**src/rtl/nand3_truth_sequencer_if.sv**
```systemverilog
// Signal bundle between the NAND3 truth-table sequencer and the gate under test.
// The master side is the sequencer; the slave side is the gate/harness that drives start and dut_y.
`timescale 1ns/1ps
interface nand3_truth_sequencer_if;
    logic       start;
    logic       dut_y;
    logic       a;
    logic       b;
    logic       c;
    logic       busy;
    logic       done;
    logic       pass;
    logic [7:0] result;
    logic [7:0] fail_mask;
    logic [3:0] err_count;

    // start is a level request sampled only while idle; done is a one-cycle completion pulse.
    modport master (
        input  start, dut_y,
        output a, b, c, busy, done, pass, result, fail_mask, err_count
    );

    modport slave (
        output start, dut_y,
        input  a, b, c, busy, done, pass, result, fail_mask, err_count
    );
endinterface

```
**src/rtl/nand3_truth_sequencer.sv**
```systemverilog
// Walks the 8 input vectors of a 3-input gate, holds each for HOLD_CYCLES,
// samples the gate output and scores it against the EXPECT truth table.
`timescale 1ns/1ps
module nand3_truth_sequencer #(
    parameter int unsigned HOLD_CYCLES = 2,
    parameter logic [7:0]  EXPECT      = 8'h7F
) (
    input  logic                          clk,
    input  logic                          rst,
    nand3_truth_sequencer_if.master       bus,
    output logic [1:0]                    dbg_state
);

    localparam logic [1:0] ST_IDLE   = 2'd0;
    localparam logic [1:0] ST_SETTLE = 2'd1;
    localparam logic [1:0] ST_SAMPLE = 2'd2;
    localparam logic [1:0] ST_DONE   = 2'd3;

    localparam logic [3:0] HOLD_RELOAD = 4'(HOLD_CYCLES - 1);

    logic [1:0] state_q, state_d;
    logic [2:0] idx_q, idx_d;
    logic [3:0] cnt_q, cnt_d;
    logic       busy_q, busy_d;
    logic       done_q, done_d;
    logic       pass_q, pass_d;
    logic [7:0] result_q, result_d;
    logic [7:0] fail_mask_q, fail_mask_d;
    logic [3:0] err_count_q, err_count_d;
    logic       miss;

    always_comb begin
        state_d     = state_q;
        idx_d       = idx_q;
        cnt_d       = cnt_q;
        busy_d      = busy_q;
        done_d      = 1'b0;
        pass_d      = pass_q;
        result_d    = result_q;
        fail_mask_d = fail_mask_q;
        err_count_d = err_count_q;
        miss        = bus.dut_y ^ EXPECT[idx_q];

        case (state_q)
            ST_IDLE: begin
                if (bus.start) begin
                    idx_d       = 3'd0;
                    cnt_d       = HOLD_RELOAD;
                    result_d    = 8'd0;
                    fail_mask_d = 8'd0;
                    err_count_d = 4'd0;
                    pass_d      = 1'b0;
                    busy_d      = 1'b1;
                    state_d     = ST_SETTLE;
                end
            end
            ST_SETTLE: begin
                if (cnt_q != 4'd0) begin
                    cnt_d = cnt_q - 4'd1;
                end else begin
                    state_d = ST_SAMPLE;
                end
            end
            ST_SAMPLE: begin
                result_d[idx_q]    = bus.dut_y;
                fail_mask_d[idx_q] = miss;
                err_count_d        = err_count_q + {3'd0, miss};
                if (idx_q == 3'd7) begin
                    // done and pass are registered, so they are set on the edge entering DONE
                    done_d  = 1'b1;
                    pass_d  = (err_count_d == 4'd0);
                    state_d = ST_DONE;
                end else begin
                    idx_d   = idx_q + 3'd1;
                    cnt_d   = HOLD_RELOAD;
                    state_d = ST_SETTLE;
                end
            end
            ST_DONE: begin
                busy_d  = 1'b0;
                state_d = ST_IDLE;
            end
            default: begin
                state_d = ST_IDLE;
            end
        endcase
    end

    always_ff @(posedge clk) begin
        if (rst) begin
            state_q     <= ST_IDLE;
            idx_q       <= 3'd0;
            cnt_q       <= 4'd0;
            busy_q      <= 1'b0;
            done_q      <= 1'b0;
            pass_q      <= 1'b0;
            result_q    <= 8'd0;
            fail_mask_q <= 8'd0;
            err_count_q <= 4'd0;
        end else begin
            state_q     <= state_d;
            idx_q       <= idx_d;
            cnt_q       <= cnt_d;
            busy_q      <= busy_d;
            done_q      <= done_d;
            pass_q      <= pass_d;
            result_q    <= result_d;
            fail_mask_q <= fail_mask_d;
            err_count_q <= err_count_d;
        end
    end

    // The vector index doubles as the applied {a,b,c}, so it stays at 111 after a sweep.
    assign bus.a         = idx_q[2];
    assign bus.b         = idx_q[1];
    assign bus.c         = idx_q[0];
    assign bus.busy      = busy_q;
    assign bus.done      = done_q;
    assign bus.pass      = pass_q;
    assign bus.result    = result_q;
    assign bus.fail_mask = fail_mask_q;
    assign bus.err_count = err_count_q;
    assign dbg_state     = state_q;

endmodule

```
**src/flat_wrapper.sv**
```systemverilog
// flat-port wrapper written by rule: the top's interface ports become plain ports
module nand3_truth_sequencer_flat 
#(
    parameter int unsigned HOLD_CYCLES = 2,
    parameter logic [7:0]  EXPECT      = 8'h7F
)
  (clk, rst, dbg_state, bus_start, bus_dut_y, bus_a, bus_b, bus_c, bus_busy, bus_done, bus_pass, bus_result, bus_fail_mask, bus_err_count);
  nand3_truth_sequencer_if bus_i ();
  input  logic clk;
  input  logic rst;
  output logic [1:0] dbg_state;
  input wire logic [$bits(bus_i.start)-1:0] bus_start;
  input wire logic [$bits(bus_i.dut_y)-1:0] bus_dut_y;
  output wire logic [$bits(bus_i.a)-1:0] bus_a;
  output wire logic [$bits(bus_i.b)-1:0] bus_b;
  output wire logic [$bits(bus_i.c)-1:0] bus_c;
  output wire logic [$bits(bus_i.busy)-1:0] bus_busy;
  output wire logic [$bits(bus_i.done)-1:0] bus_done;
  output wire logic [$bits(bus_i.pass)-1:0] bus_pass;
  output wire logic [$bits(bus_i.result)-1:0] bus_result;
  output wire logic [$bits(bus_i.fail_mask)-1:0] bus_fail_mask;
  output wire logic [$bits(bus_i.err_count)-1:0] bus_err_count;
  assign bus_i.start = bus_start;
  assign bus_i.dut_y = bus_dut_y;
  assign bus_a = bus_i.a;
  assign bus_b = bus_i.b;
  assign bus_c = bus_i.c;
  assign bus_busy = bus_i.busy;
  assign bus_done = bus_i.done;
  assign bus_pass = bus_i.pass;
  assign bus_result = bus_i.result;
  assign bus_fail_mask = bus_i.fail_mask;
  assign bus_err_count = bus_i.err_count;
  nand3_truth_sequencer #(.HOLD_CYCLES(HOLD_CYCLES), .EXPECT(EXPECT)) u_core (.clk(clk), .rst(rst), .bus(bus_i), .dbg_state(dbg_state));
endmodule
```
**config.mk**
```make
export PLATFORM = sky130hd
export DESIGN_NAME = nand3_truth_sequencer_flat
export DESIGN_NICKNAME = d
export VERILOG_FILES = /design/src/rtl/nand3_truth_sequencer_if.sv /design/src/rtl/nand3_truth_sequencer.sv /design/src/flat_wrapper.sv
export SDC_FILE = /design/constraint.sdc
export NUM_CORES = 1
export LEC_CHECK = 0
export BUFFER_PORTS_ARGS = -buffer_cell sky130_fd_sc_hd__buf_2
export CAP_MARGIN = 20
export CORE_MARGIN = 2
export CORE_UTILIZATION = 56
export CTS_BUF_LIST = sky130_fd_sc_hd__clkbuf_2 sky130_fd_sc_hd__clkbuf_4 sky130_fd_sc_hd__clkbuf_8
export DETAILED_ROUTE_END_ITERATION = 8
export GPL_TIMING_DRIVEN = 1
export PLACE_DENSITY = 0.93
export SLEW_MARGIN = 15
export SYNTH_ARGS = -nofsm -noshare
export SYNTH_HDL_FRONTEND = slang
export SYNTH_SLANG_ARGS = --single-unit
export TNS_END_PERCENT = 1
```
**constraint.sdc**
```tcl
create_clock -name clk -period 1.8 [get_ports clk]
set_input_delay 0.09 -clock clk [delete_from_list [all_inputs] [get_ports clk]]
set_output_delay 0.09 -clock clk [all_outputs]
set_load 0.03 [all_outputs]
```
==> flow_summary.json <==
{
  "r2r-start": "u_core.cnt_q[0]",
  "relSlewSlack": 0.667,
  "cts_root_buffer": "clkbuf_4",
  "num-fill-cells": 199,
  "synth_enable_flop_cells": 0,
  "wl_per_cell_um": 15.8,
  "cts_max_path_buffers": 2,
  "synthFlopType": "dfxtp_1",
  "avgSynthCellArea_um2": 9.05,
  "layout_setup_ws_ns": 0.114,
  "synth_fp_nets": 179,
  "via_per_inst": 6.18,
  "ios": 32,
  "fin_skew_ns": 0.00461,
  "crit_chain": "inv_1 > ha_1 > or3b_2 > and2_1 > o31a_2",
  "core_um2": 2520,
  "ys_async_sr_fraction": 0,
  "routabilityCongestion": 0.788,
  "drv_slew": 0,
  "crit_start": "u_core.cnt_q[0]",
  "drv_cap": 0,
  "report.power.total_mw": 1.40,
  "ys_seq_elements": 33,
  "die_height_um": 56.3,
  "hold_viol": 0,
  "route.antenna.remaining_nets": 0,
  "dr.pass1.iters": 6,
  "power_density_nw_per_um2": 774,
  "fmax_mhz": 593,
  "required_ns": 2.04,
  "yosys.area.top_type": "dfxtp_1",
  "critPathLaunchType": "flip-flop",
  "dp_slack_ns": 0.00393,
  "vdd_ir_drop_max_mv": 0.644,
  "synth_most_common_cell": "dfxtp_1",
  "drive_gt1_frac": 0.300,
  "die_w_um": 56.3,
  "synth.area.top_cells": "dfxtp_1 (43%), o32ai_1 (9.2%), ha_1 (4.9%)",
  "grt_max_degree": 32,
  "synthDistinctLibCells": 39,
  "cp_slowest_cell": "or3b_2",
  "cts_tree": "done",
  "clock-sinks": 33,
  "syn_inst": 169,
  "dp_hpwl_mm": 2.56,
  "synth_area_um2": 1530,
  "synth_commonest_cells": "dfxtp_1 (33), o32ai_1 (16), a21oi_1 (14)",
  "tightest_slew_ns": 0.498,
  "start_util": 0.606,
  "fin_crit_sh": 0.937,
  "critPathMaxStageDelay_ns": 0.51,
  "arrival_ns": 1.93,
  "min-delay-start": "bus_start",
  "grt_overflow": 0,
  "placement.io_buffers": 31,
  "htree_levels": 2,
  "setup_viol": 0,
  "drc": 0,
  "antenna_found_initial": 0,
  "grt_pass1_vias": 1347,
  "cp-end-kind": "flip-flop",
  "leakage_nw": 0.771,
  "cts_buffers": 5,
  "vias": 1439,
  "grt_pass1_wl_mm": 6.07,
  "fin_crit_ns": 1.69,
  "finalNetCount": 212,
  "area_growth_pct": 18.6,
  "clk_pin_slew_ns": 0.10,
  "synth_top_cell_area_share": 0.432,
  "wirelength_mm": 3.69,
  "path_max_fanout": 6,
  "status": "completed",
  "die-area_um2": 3160,
  "ys_seq_area_frac": 0.432,
  "hp-class": "in2reg",
  "track_usage": 0.247,
  "worstSetupPathType": "reg2reg",
  "n_antenna_cell": 0,
  "drtIter0Drc": 52,
  "cts_setup_buffers": 0,
  "yosysWarningCount": 0,
  "clock_latency_ns": 0.35,
  "rows": 18
}
-- final timing paths --
check	endpoint	slack, ns	depth (start not counted)
worst max-delay path	u_core.cnt_q[0]	0.11	5
worst min-delay path	u_core.bus.busy	0.21	4
worst max register to register	u_core.cnt_q[0]	0.11	5
worst min register to register	u_core.bus.fail_mask[6]	0.48	2
-- metal layers --
layer	vias up	part of all wire	global-route usage
met4	0	0.016	0.122
met3	8	0.062	0.0737
met2	50	0.52	0.418
li1	690	-	-
met1	691	0.40	0.282
met5	-	0	0
-- report_power, final --
part / leakage (nW) / internal [mW] / total [mW] / switching [mW]
Sequential: 0.268 / 0.746 / 0.765 / 0.0193
Combinational: 0.467 / 0.0793 / 0.218 / 0.139
Clock: 0.0354 / 0.164 / 0.421 / 0.257
Total: 0.771 / 0.988 / 1.40 / 0.415
-- registers in the layout, indices dropped and copies added, names as in the netlist, named ones only --
signal / count
u_core.bus.busy: 1
u_core.bus.done: 1
u_core.bus.err_count: 4
u_core.bus.fail_mask: 8
u_core.bus.pass: 1
u_core.bus.result: 8
u_core.cnt_q: 4
u_core.dbg_state: 2
u_core.idx_q: 3
-- critical path: cells and delay by family, from the launching register on --
| kind | cells | cell delay, ns |
|---|---|---|
| simple gates | 2 | 0.74 |
| flops | 1 | 0.35 |
| buf+inv | 1 | 0.09 |
| fa+ha+maj | 1 | 0.14 |
| compound gates | 1 | 0.28 |
-- cell usage in the layout (no fill, tap or decap), types with 2 or more instances in the layout --
master,count
a31oi_1,3
o41ai_2,2
o32ai_1,16
ha_1,4
buf_4,8
a22oi_1,2
and3_1,4
a21oi_1,14
ha_2,2
inv_1,12
nand2b_1,3
clkbuf_4,6
nor2_1,7
nand3_1,4
a221oi_1,2
clkinv_2,2
or3b_2,4
o21ai_0,2
nand3b_1,4
and2_1,3
nor2b_1,3
or3_1,3
dfxtp_1,31
nand2_1,12
buf_2,31
-- kinds of logic (layout without fill, tap and decap cells) --
group | count (synthesis) | after routing | share of synthesized area
adders and majority gates | 6 | 6 | 0.0491
xor gates and xnor gates | 3 | 3 | 0.0172
and+or+nand+nor | 53 | 53 | 0.196
muxes | 1 | 1 | 0.00655
DFF | 33 | 33 | 0.432
AOI/OAI and AO/OA | 48 | 48 | 0.232
buffers and inverters | 25 | 59 | 0.0663
-- layout make-up --
type	instances	area, µm²	share of cell area
Multi-Input combinational cell	111	795	0.438
Sequential cell	33	666	0.367
Timing Repair Buffer	39	215	0.119
Clock buffer	6	45.0	0.0248
Inverter	12	45.0	0.0248
Tap cell	30	37.5	0.0207
Clock inverter	2	10.0	0.00552
-- what timing repair did --
item | 4_1_cts | 5_1_grt
endpoints found under the setup margin | 0 | 3
hold buffers | 0 | 0
resized for setup | 0 | 6
-- metrics by stage --
stage	std cells	utilization	TNS, ns	hold WS, ns	instance area, µm²
floorplan	169	-	0	0.302	1530
global placement	225	0.685	0	0.461	1730
detailed placement	225	0.685	0	0.467	1730
CTS	233	0.707	0	0.181	1780
global route	233	0.719	-0.00400	0.238	1810
finish	233	0.719	0	0.210	1810
Note: power is estimated with default switching activity, not from simulation.
